File: src/rtl/echo_indication_serializer.sv
// Serialises Echo heard(v) indications into 5-byte frames (METHOD_ID, then v LSB first)
// on a byte-wide ENA/RDY port, with a small FIFO absorbing transport back-pressure.
module echo_indication_serializer #(
  parameter int          DEPTH     = 2,
  parameter logic [7:0]  METHOD_ID = 8'h01
) (
  input  logic        CLK,
  input  logic        nRST,
  input  logic        heard__ENA,
  input  logic [31:0] heard_v,
  output logic        heard__RDY,
  output logic        out__ENA,
  output logic [7:0]  out_v,
  output logic        out_last,
  input  logic        out__RDY,
  output logic [15:0] msg_count
);

  localparam int         AW     = $clog2(DEPTH);
  localparam logic [AW:0] C_FULL = (AW+1)'(DEPTH);
  localparam logic [2:0]  C_LAST = 3'd4;

  typedef enum logic {
    ST_IDLE,
    ST_SEND
  } state_t;

  logic [31:0]   r_mem [DEPTH];
  logic [AW-1:0] r_wr_ptr;
  logic [AW-1:0] r_rd_ptr;
  logic [AW:0]   r_count;

  state_t        r_state;
  state_t        w_state_nxt;
  logic [2:0]    r_idx;
  logic [2:0]    w_idx_nxt;
  logic [31:0]   r_hold;
  logic [31:0]   w_hold_nxt;
  logic [15:0]   r_msg_count;

  logic          w_push;
  logic          w_pop;
  logic          w_xfer;
  logic          w_fifo_nonempty;
  logic          w_frame_done;

  // Readiness comes from the registered count only: a full FIFO never bypasses to hold.
  assign w_fifo_nonempty = (r_count != '0);
  assign heard__RDY      = nRST & (r_count != C_FULL);
  assign w_push          = heard__ENA & heard__RDY;
  assign w_xfer          = nRST & (r_state == ST_SEND) & out__RDY;
  assign w_frame_done    = w_xfer & (r_idx == C_LAST);

  always_comb begin
    // NOTE: every output of this block is defaulted first so no path leaves it unassigned (no latches).
    w_state_nxt = r_state;
    w_idx_nxt   = r_idx;
    w_hold_nxt  = r_hold;
    w_pop       = 1'b0;
    unique case (r_state)
      ST_IDLE: begin
        if (w_fifo_nonempty) begin
          w_pop       = 1'b1;
          w_hold_nxt  = r_mem[r_rd_ptr];
          w_idx_nxt   = 3'd0;
          w_state_nxt = ST_SEND;
        end
      end
      ST_SEND: begin
        if (w_xfer) begin
          if (r_idx != C_LAST) begin
            w_idx_nxt = r_idx + 3'd1;
          end else if (w_fifo_nonempty) begin
            // Chain straight into the next frame so sustained traffic has no bubble.
            w_pop      = 1'b1;
            w_hold_nxt = r_mem[r_rd_ptr];
            w_idx_nxt  = 3'd0;
          end else begin
            w_state_nxt = ST_IDLE;
          end
        end
      end
      default: w_state_nxt = ST_IDLE;
    endcase
  end

  always_ff @(posedge CLK) begin
    // NOTE: sequential state uses non-blocking assignments so all registers update from pre-edge values.
    if (!nRST) begin
      r_state <= ST_IDLE;
      r_idx   <= 3'd0;
      r_hold  <= '0;
    end else begin
      r_state <= w_state_nxt;
      r_idx   <= w_idx_nxt;
      r_hold  <= w_hold_nxt;
    end
  end

  always_ff @(posedge CLK) begin
    if (!nRST) begin
      r_wr_ptr <= '0;
      r_rd_ptr <= '0;
      r_count  <= '0;
    end else begin
      if (w_push) r_wr_ptr <= r_wr_ptr + 1'b1;
      if (w_pop)  r_rd_ptr <= r_rd_ptr + 1'b1;
      unique case ({w_push, w_pop})
        2'b10:   r_count <= r_count + 1'b1;
        2'b01:   r_count <= r_count - 1'b1;
        default: r_count <= r_count;
      endcase
    end
  end

  // NOTE: storage is not reset; the pointers and count define which entries are valid.
  always_ff @(posedge CLK) begin
    if (w_push) r_mem[r_wr_ptr] <= heard_v;
  end

  always_ff @(posedge CLK) begin
    if (!nRST) begin
      r_msg_count <= '0;
    end else if (w_frame_done) begin
      r_msg_count <= r_msg_count + 16'd1;
    end
  end

  always_comb begin
    out_v = METHOD_ID;
    unique case (r_idx)
      3'd1:    out_v = r_hold[7:0];
      3'd2:    out_v = r_hold[15:8];
      3'd3:    out_v = r_hold[23:16];
      3'd4:    out_v = r_hold[31:24];
      default: out_v = METHOD_ID;
    endcase
  end

  assign out__ENA  = w_xfer;
  assign out_last  = nRST & (r_state == ST_SEND) & (r_idx == C_LAST);
  assign msg_count = r_msg_count;

endmodule

File: config.mk
export PLATFORM = sky130hd
export DESIGN_NAME = echo_indication_serializer
export DESIGN_NICKNAME = d
export VERILOG_FILES = /design/src/rtl/echo_indication_serializer.sv
export SDC_FILE = /design/constraint.sdc
export NUM_CORES = 1
export LEC_CHECK = 0
export ABC_AREA = 1
export CORE_UTILIZATION = 55
export DETAILED_ROUTE_END_ITERATION = 12
export PLACE_DENSITY = 0.85
export RECOVER_POWER = 100
export SETUP_SLACK_MARGIN = 0.05
export SLEW_MARGIN = 20
export SYNTH_ARGS = -nofsm -noshare
export SYNTH_HDL_FRONTEND = slang
export SYNTH_SLANG_ARGS = --single-unit
File: constraint.sdc
create_clock -name CLK -period 5.2 [get_ports CLK]
set_clock_uncertainty 0.1 [all_clocks]
set_input_delay 0.78 -clock CLK [delete_from_list [all_inputs] [get_ports CLK]]
set_output_delay 0.78 -clock CLK [all_outputs]
set_load 0.01 [all_outputs]
==> impl_metrics.json, run 1 <==
{
  "period_share": 0.8038,
  "pin_count": 63,
  "cpPeakStageDelay_ns": 1.44,
  "path_clk_slew_ns": 0.06,
  "ys_ff_latch": 121,
  "setup_violations": 0,
  "fin_ws_ns": 1.020,
  "required_ns": 5.21,
  "cts_resized": 0,
  "crit_buf_inv": 3,
  "die_w_um": 97.20,
  "firstDrtPassIters": 8,
  "root_buffer": "clkbuf_8",
  "relSlewSlack": -0.3357,
  "grt_pass1_wl_mm": 17.84,
  "post_cts_buffers": 0,
  "clk_latency_ns": 0.52,
  "first_global_vias": 3802,
  "htreeDepth": 4,
  "core_mm2": 0.008763,
  "ant_nets": 0,
  "status": "finished, violations left",
  "die_h_um": 97.20,
  "vias": 3898,
  "dp_hpwl_mm": 6.576,
  "ir_drop_v": 0.0003053,
  "cts_tree": "done",
  "synth.area.top_cells": "edfxtp_1, dfxtp_1, nand2_1",
  "layout_commonest_cell": "nand2_1",
  "critPathCaptureType": "register",
  "synth_nets": 577,
  "timing.rr.start": "r_idx[0]",
  "drive_gt1_frac": 0.06547,
  "drt-initial-drc-count": 240,
  "critPathTopFamily": "buffers and inverters",
  "max_clock_freq_mhz": 239.2,
  "arrival_ns": 4.19,
  "powerDensity_mw_per_mm2": 457.9,
  "rr_worst_depth": 11,
  "cp_slowest_cell": "clkbuf_1",
  "syn2layout_area_growth_pct": 24.50,
  "syn-mean-instance-area_um2": 9.335,
  "tritoncts.num_buffers": 17,
  "grt_overflow_total": 0,
  "slew_viol_final": 66,
  "yosys_warnings": 0,
  "start_util": 0.5688,
  "cts-hold-fix-buffers": 0,
  "vias_per_cell": 5.421,
  "syn_area_mm2": 0.004985,
  "crit_path_start_kind": "input pin",
  "post-route-min-period_ns": 4.180,
  "synth_top_area_cell": "edfxtp_1",
  "fin_nets": 641,
  "final_cell_mix": "nand2_1, nor2_1, o21ai_0",
  "hold_class": "reg -> reg",
  "whs_endpoint": "msg_count[2]",
  "regToRegEndpoint": "r_count[1]",
  "yosysSeqAreaShare": 0.6145,
  "hold_violations": 0,
  "track_usage": 0.2434,
  "wl_per_cell_um": 14.92,
  "p_leak_nw": 2.421,
  "grt_start_max_net_pins": 65,
  "antenna_found_initial": 0,
  "cts_sinks": 121,
  "worst_pin_slew_ns": 2.004,
  "path_max_fanout": 32,
  "synth_top_area_frac": 0.3855,
  "std_cell_rows": 34,
  "path_cells": "dlygate4sd3_1, inv_1, a21oi_1, nand2_1, nor2_2, clkbuf_1",
  "violations": "capacitance limit, slew limit",
  "cts_max_path_buffers": 2,
  "ys_types": 31,
  "drc": 0,
  "hp-start": "msg_count[2]",
  "timing.setup.tns_ns": 0,
  "dpl_worst_slack_ns": 1.212,
  "synthCells": 534,
  "crit_type": "in -> reg",
  "drt_wl_total_mm": 10.73,
  "gp_congestion": 0.8360,
  "r2r_setup_slack_ns": 2.06,
  "cap_violations": 2,
  "min_delay_path_depth": 2,
  "dieArea_mm2": 0.009448,
  "port_buffers": 62,
  "antenna_cells": 0,
  "rsz0062_at_grt": "no"
}
==> through the flow <==
step           hold WS, ns  utilization  cells  area (um2)  total power [mW]
2_1_floorplan       0.3523            -    534        4985             1.571
3_3_place_gp        0.3655       0.6459    687        5660             1.664
3_5_place_dp        0.3740       0.6459    687        5660             1.688
4_1_cts             0.3904       0.7133    719        6251             2.853
5_1_grt             0.4162       0.7082    719        6206             2.969
6_report            0.3931       0.7082    719        6206             2.842
==> state kept, by name (all words and copies together) (netlist names), named ones only <==
name,flops
r_mem,64
r_hold,32
r_rd_ptr,1
msg_count,16
r_count,2
r_idx,3
r_state,1
r_wr_ptr,1
==> cell families (layout without fill, tap and decap cells) <==
logic type | Yosys count | count (layout) | share of synthesized area
AND/OR/NAND/NOR | 221 | 221 | 0.1862
flip-flops | 121 | 121 | 0.6145
AO/OA/AOI/OAI | 102 | 102 | 0.1079
buffers and inverters | 79 | 156 | 0.06677
adder cells (fa/ha/maj) | 7 | 7 | 0.01757
XOR/XNOR | 4 | 4 | 0.007029
==> per-layer routing <==
metal	part of all wire	track usage
met1	0.40	0.2847
met4	0.030	0.1286
met5	0	0
met3	0.052	0.05540
met2	0.52	0.4166
==> worst max-delay path by stage <==
| stage | startpoint | end | cells past startpoint |
|---|---|---|---|
| 6_report | nRST | r_mem[0][19] | 6 |
| 3_5_place_dp | nRST | r_count[1] | 10 |
| 2_1_floorplan | nRST | r_mem[0][0] | 5 |
| 4_1_cts | nRST | heard__RDY | 4 |
| 5_1_grt | nRST | r_count[1] | 10 |
| 3_3_place_gp | nRST | r_count[1] | 10 |
==> cells in the mapped netlist, drive strengths merged <==
master  instances
or2             1
clkbuf          8
a41oi           7
inv            58
xor2            3
nor3            3
ha              7
nand3          14
dfxtp          57
o21ai          77
buf            13
a21oi          17
edfxtp         64
nand4           2
nor2           98
a31oi           1
nand2         101
xnor2           1
nand3b          2
==> cell type report <==
cell class / instances / area, um2
Clock buffer: 18 / 417.9
Tap cell: 108 / 135.1
Multi-Input combinational cell: 334 / 1556
Fill cell: 603 / 2557
Timing Repair Buffer: 66 / 643.1
Clock inverter: 14 / 172.7
Inverter: 58 / 217.7
Sequential cell: 121 / 3063
==> tightest hold or removal path, delay by kind of cell (launching register included) <==
family / cells / cell delay, ns
DFF: 1 / 0.34
buffers and inverters: 1 / 0.06
AOI/OAI and AO/OA: 1 / 0.05
==> power by group <==
part	switching (mW)	leakage, nW	internal [mW]	total [mW]
Combinational	0.312	1.08	0.158	0.470
Sequential	0.0723	1.05	1.14	1.22
Clock	0.423	0.286	0.733	1.16
Total	0.808	2.42	2.03	2.84
(Power assumes the default switching activity.)
==> run 2, diff against run 1 <==
--- a/config.mk
+++ b/config.mk
@@ -6,9 +6,9 @@
 export NUM_CORES = 1
 export LEC_CHECK = 0
 export ABC_AREA = 1
-export CORE_UTILIZATION = 55
+export CORE_UTILIZATION = 50
 export DETAILED_ROUTE_END_ITERATION = 12
-export PLACE_DENSITY = 0.85
+export PLACE_DENSITY = 0.82
 export RECOVER_POWER = 100
 export SETUP_SLACK_MARGIN = 0.05
 export SLEW_MARGIN = 20
==> constraint.sdc (replaced) <==
create_clock -name CLK -period 3.47 [get_ports CLK]
set_clock_uncertainty 0.1 [all_clocks]
set_input_delay 0.5205 -clock CLK [delete_from_list [all_inputs] [get_ports CLK]]
set_output_delay 0.5205 -clock CLK [all_outputs]
set_load 0.01 [all_outputs]
==> impl_metrics.json, run 2 (same netlist as run 1, synthesis figures left out) <==
{
  "final_cell_mix": "nand2_1, nor2_1, o21ai_0",
  "arrival_ns": 2.59,
  "cap_violations": 0,
  "root_buffer": "clkbuf_8",
  "ant_nets": 0,
  "start_util": 0.5123,
  "largest_register": "r_mem",
  "register_area_mm2": 0.003063,
  "timing.hold.ws_ns": 0.3835,
  "post-route-min-period_ns": 3.210,
  "worst_pin_slew_ns": 1.201,
  "min_delay_path_depth": 2,
  "top_layer": "met4",
  "drt-initial-drc-count": 218,
  "port_buffers": 62,
  "ir_drop_v": 0.0003290,
  "first_global_vias": 3664,
  "timing.rr.start": "r_idx[0]",
  "vias": 3864,
  "firstDrtPassIters": 5,
  "gp_congestion": 0.8230,
  "dieArea_mm2": 0.01037,
  "syn2layout_area_growth_pct": 25.13,
  "grt_pass1_wl_mm": 16.68,
  "dp_hpwl_mm": 6.947,
  "finalNonFillerCells": 749,
  "antenna_found_initial": 0,
  "wl_met2_mm": 5.267,
  "drt_wl_total_mm": 10.30,
  "drive_gt1_frac": 0.07305,
  "period_share": 0.9250,
  "r2r_setup_slack_ns": 0.57,
  "crit_path_start_kind": "register",
  "cts_sinks": 121,
  "slew_viol_final": 0,
  "fin_nets": 646,
  "largest_reg_flops": 64,
  "p_leak_nw": 2.404,
  "layout_commonest_cell": "nand2_1",
  "antenna_cells": 0,
  "cts_tree": "done",
  "place_inst": 717,
  "crit_type": "reg -> out",
  "path_max_fanout": 11,
  "relSlewSlack": 0.1968,
  "core_mm2": 0.009729,
  "whs_endpoint": "r_hold[5]",
  "grt_overflow_total": 0,
  "drc": 0,
  "hold_class": "reg -> reg",
  "required_ns": 2.85,
  "timing.setup.tns_ns": 0,
  "max_clock_freq_mhz": 311.6,
  "post_cts_buffers": 0,
  "cts-hold-fix-buffers": 0,
  "regToRegEndpoint": "r_hold[20]",
  "clk_latency_ns": 0.51,
  "die_w_um": 101.8,
  "powerDensity_mw_per_mm2": 664.7,
  "hp-start": "r_hold[5]",
  "setup_violations": 0,
  "wl_met1_mm": 4.239,
  "hold_violations": 0,
  "pin_count": 63,
  "multi_input_area_mm2": 0.001553,
  "wl_per_cell_um": 13.76,
  "status": "finished clean",
  "critPathCaptureType": "output pin",
  "dr_wl_met3_um": 566,
  "path_clk_slew_ns": 0.06,
  "rsz0062_at_grt": "no",
  "die_h_um": 101.8,
  "vias_per_cell": 5.159,
  "std_cell_rows": 36,
  "fillers": 780,
  "cts_max_path_buffers": 2,
  "grt_start_max_net_pins": 41,
  "tritoncts.num_buffers": 17,
  "cts_resized": 0,
  "rr_worst_depth": 9,
  "htreeDepth": 4,
  "track_usage": 0.2135
}
## run 2: cell type report
type | count | area share
Sequential cell | 121 | 0.4911
Multi-Input combinational cell | 334 | 0.2489
Timing Repair Buffer | 71 | 0.1075
Clock buffer | 20 | 0.07663
Inverter | 58 | 0.03490
Tap cell | 133 | 0.02668
Clock inverter | 12 | 0.01424
## run 2: critical path: stages, from the launching register on
cell and delay, ns:
dfxtp_1 0.38, inv_1 0.10, ha_1 0.22, nand2_2 0.14, inv_2 0.14, nor3_4 0.35
a41oi_1 0.12, dlygate4sd3_1 0.64
## run 2: power by group
group | leakage (nW) | internal [mW] | total (mW) | switching, mW
sequential | 1.05 | 1.71 | 1.85 | 0.134
combinational | 1.07 | 0.236 | 0.678 | 0.443
clock | 0.278 | 0.984 | 1.62 | 0.638
total | 2.40 | 2.93 | 4.15 | 1.21
## run 2: layer usage
| metal | track usage | up-vias |
|---|---|---|
| li1 | - | 1896 |
| met1 | 0.2472 | 1807 |
| met2 | 0.3617 | 135 |
| met3 | 0.05335 | 26 |
| met4 | 0.1242 | 0 |
| met5 | 0 | - |
## run 2: how the worst max path moves through the flow
stage / end / cells past startpoint / slack [ns] / start
finish: out_v[6] / 7 / 0.26 / r_idx[0]
global route: r_hold[16] / 8 / 0.14 / nRST
CTS: out_v[0] / 7 / 0.17 / r_idx[0]
detailed placement: r_count[1] / 9 / 0.63 / nRST
global placement: heard__RDY / 4 / 0.67 / nRST
floorplan: r_mem[0][0] / 5 / 0.42 / nRST
## run 2: per-stage QoR
step / power, mW / setup WS, ns / utilization / area, um2
floorplan: 2.354 / 0.4155 / - / 4985
global placement: 2.498 / 0.6743 / 0.5889 / 5729
detailed placement: 2.553 / 0.6312 / 0.5889 / 5729
CTS: 4.187 / 0.1680 / 0.6471 / 6296
global route: 4.338 / 0.1417 / 0.6411 / 6237
finish: 4.146 / 0.2603 / 0.6411 / 6237
==> run 3, diff against run 2 <==
--- a/config.mk
+++ b/config.mk
@@ -6,6 +6,8 @@
 export NUM_CORES = 1
 export LEC_CHECK = 0
 export ABC_AREA = 1
+export CAP_MARGIN = 5
+export CORE_MARGIN = 4
 export CORE_UTILIZATION = 50
 export DETAILED_ROUTE_END_ITERATION = 12
 export PLACE_DENSITY = 0.82
==> impl_metrics.json, run 3 (same netlist as run 1, synthesis figures left out) <==
{
  "status": "finished clean",
  "required_ns": 2.85,
  "relSlewSlack": 0.1147,
  "rsz0062_at_grt": "no",
  "powerDensity_mw_per_mm2": 681.3,
  "hp-start": "r_hold[5]",
  "final_cell_mix": "nand2_1, nor2_1, o21ai_0",
  "drt_wl_total_mm": 10.30,
  "wl_per_cell_um": 13.75,
  "slew_viol_final": 0,
  "cp_slowest_cell": "dlygate4sd3_1",
  "largest_register": "r_mem",
  "clk_latency_ns": 0.51,
  "internal-power_mw": 3.063,
  "p_comb_frac": 0.164,
  "p_sw_frac": 0.2839,
  "post_cts_buffers": 0,
  "worst_pin_slew_ns": 1.328,
  "hold_class": "reg -> reg",
  "crit_path_start_kind": "register",
  "pin_count": 63,
  "drc": 0,
  "post-route-min-period_ns": 3.207,
  "antenna_found_initial": 0,
  "timing.rr.start": "r_idx[0]",
  "vias_per_cell": 5.045,
  "std_cell_rows": 36,
  "vias": 3779,
  "htreeDepth": 4,
  "ir_drop_v": 0.0003902,
  "grt_overflow_total": 0,
  "path_clk_slew_ns": 0.06,
  "die_w_um": 107.8,
  "antenna_cells": 0,
  "min_delay_path_depth": 2,
  "crit_type": "reg -> out",
  "utilization": 0.6452,
  "dp_hpwl_mm": 6.988,
  "cts_tree": "done",
  "dpl_worst_slack_ns": 0.6561,
  "track_usage": 0.1865,
  "fin_nets": 646,
  "cts_max_path_buffers": 2,
  "arrival_ns": 2.59,
  "p_seq_frac": 0.423,
  "timing.setup.tns_ns": 0,
  "fin_ws_ns": 0.2633,
  "period_share": 0.9241,
  "grt_pass1_wl_mm": 17.03,
  "path_max_fanout": 11,
  "max_clock_freq_mhz": 311.8,
  "cts_sinks": 121,
  "regToRegEndpoint": "r_hold[8]",
  "critPathCaptureType": "output pin",
  "cpPeakStageDelay_ns": 0.61,
  "finalPower_mw": 4.277,
  "first_global_vias": 3774,
  "grt_start_max_net_pins": 65,
  "drt-initial-drc-count": 215,
  "firstDrtPassIters": 4,
  "cap_violations": 0,
  "cts-hold-fix-buffers": 0,
  "clockPowerShare": 0.412,
  "dieArea_mm2": 0.01163,
  "setup_violations": 0,
  "die_h_um": 107.8,
  "tritoncts.num_buffers": 17,
  "r2r_setup_slack_ns": 0.57,
  "ant_nets": 0,
  "start_util": 0.5123,
  "port_buffers": 62,
  "layout_commonest_cell": "nand2_1",
  "core_mm2": 0.009729,
  "largest_reg_flops": 64,
  "power_switching_mw": 1.214,
  "path_cells": "inv_1, ha_1, nand2_2, inv_2, nor3_4, or2_2, dlygate4sd3_1",
  "root_buffer": "clkbuf_8",
  "hold_violations": 0,
  "gp_congestion": 0.8099,
  "whs_endpoint": "r_hold[5]",
  "drive_gt1_frac": 0.06656,
  "syn2layout_area_growth_pct": 25.93,
  "rr_worst_depth": 9,
  "p_leak_nw": 2.426
}
==> run 3: cell count changes in the layout (fill, tap and decap cells not counted), sizes merged <==
| cell | previous run | this run |
|---|---|---|
| clkinv | 8 | 7 |
| bufinv | 0 | 3 |
| dlygate4sd3 | 58 | 59 |
| inv | 60 | 62 |
| clkinvlp | 2 | 1 |
| clkbuf | 25 | 22 |
| clkdlybuf4s50 | 4 | 3 |
==> run 3: worst max path at each step <==
stage                        start          end  slack [ns]  cells after the start
after floorplan               nRST  r_mem[0][0]        0.42                      5
after global placement        nRST   heard__RDY        0.72                      4
after detailed placement      nRST   r_count[1]        0.66                     10
after CTS                 r_idx[0]     out_v[0]        0.18                      7
after global routing      r_idx[0]     out_v[0]        0.09                      7
final                     r_idx[0]     out_v[0]        0.26                      7
==> run 3: timing repair <==
action                                 in CTS  in global routing
endpoints found under the hold margin       0                  0
setup endpoints to repair                   0                  1
resized for setup                           0                  1
==> run 3: through the flow <==
stage	instances	instance area (um2)	hold WS, ns
after floorplan	534	4985	0.3523
after global placement	717	5729	0.3660
after detailed placement	717	5729	0.3751
after CTS	749	6335	0.3883
after global routing	749	6277	0.4122
final	749	6277	0.3843
==> run 3: area by class of cell <==
type,instances,area (um2)
fill,765,3452
sequential,121,3063
multi-input combinational,334,1555
timing repair buffer,71,669.4
clock buffer,17,414.1
inverter,58,217.7
clock inverter,15,191.4
tap,133,166.4
==> run 3: critical path: cells and delay by family, from the launching register on <==
| kind | cells | cell delay [ns] |
|---|---|---|
| fa+ha+maj | 1 | 0.22 |
| buf+inv | 3 | 0.84 |
| flops | 1 | 0.38 |
| simple gates | 3 | 0.64 |
==> run 3: power groups by stage <==
stage / Combinational [mW] / Sequential [mW] / Clock (mW)
detailed placement: 0.705 / 1.83 / 0
floorplan: 0.544 / 1.81 / 0
finish: 0.703 / 1.81 / 1.76
global route: 0.811 / 1.83 / 1.85
global placement: 0.675 / 1.83 / 0
CTS: 0.725 / 1.81 / 1.78
==> run 3: per-layer routing <==
layer | global-route usage | routed length (um) | up-vias
met2 | 0.3273 | 5335 | 110
met3 | 0.04439 | 480 | 16
met4 | 0.07124 | 202 | 0
met1 | 0.2208 | 4283 | 1754
met5 | 0 | 0 | -
li1 | - | - | 1899
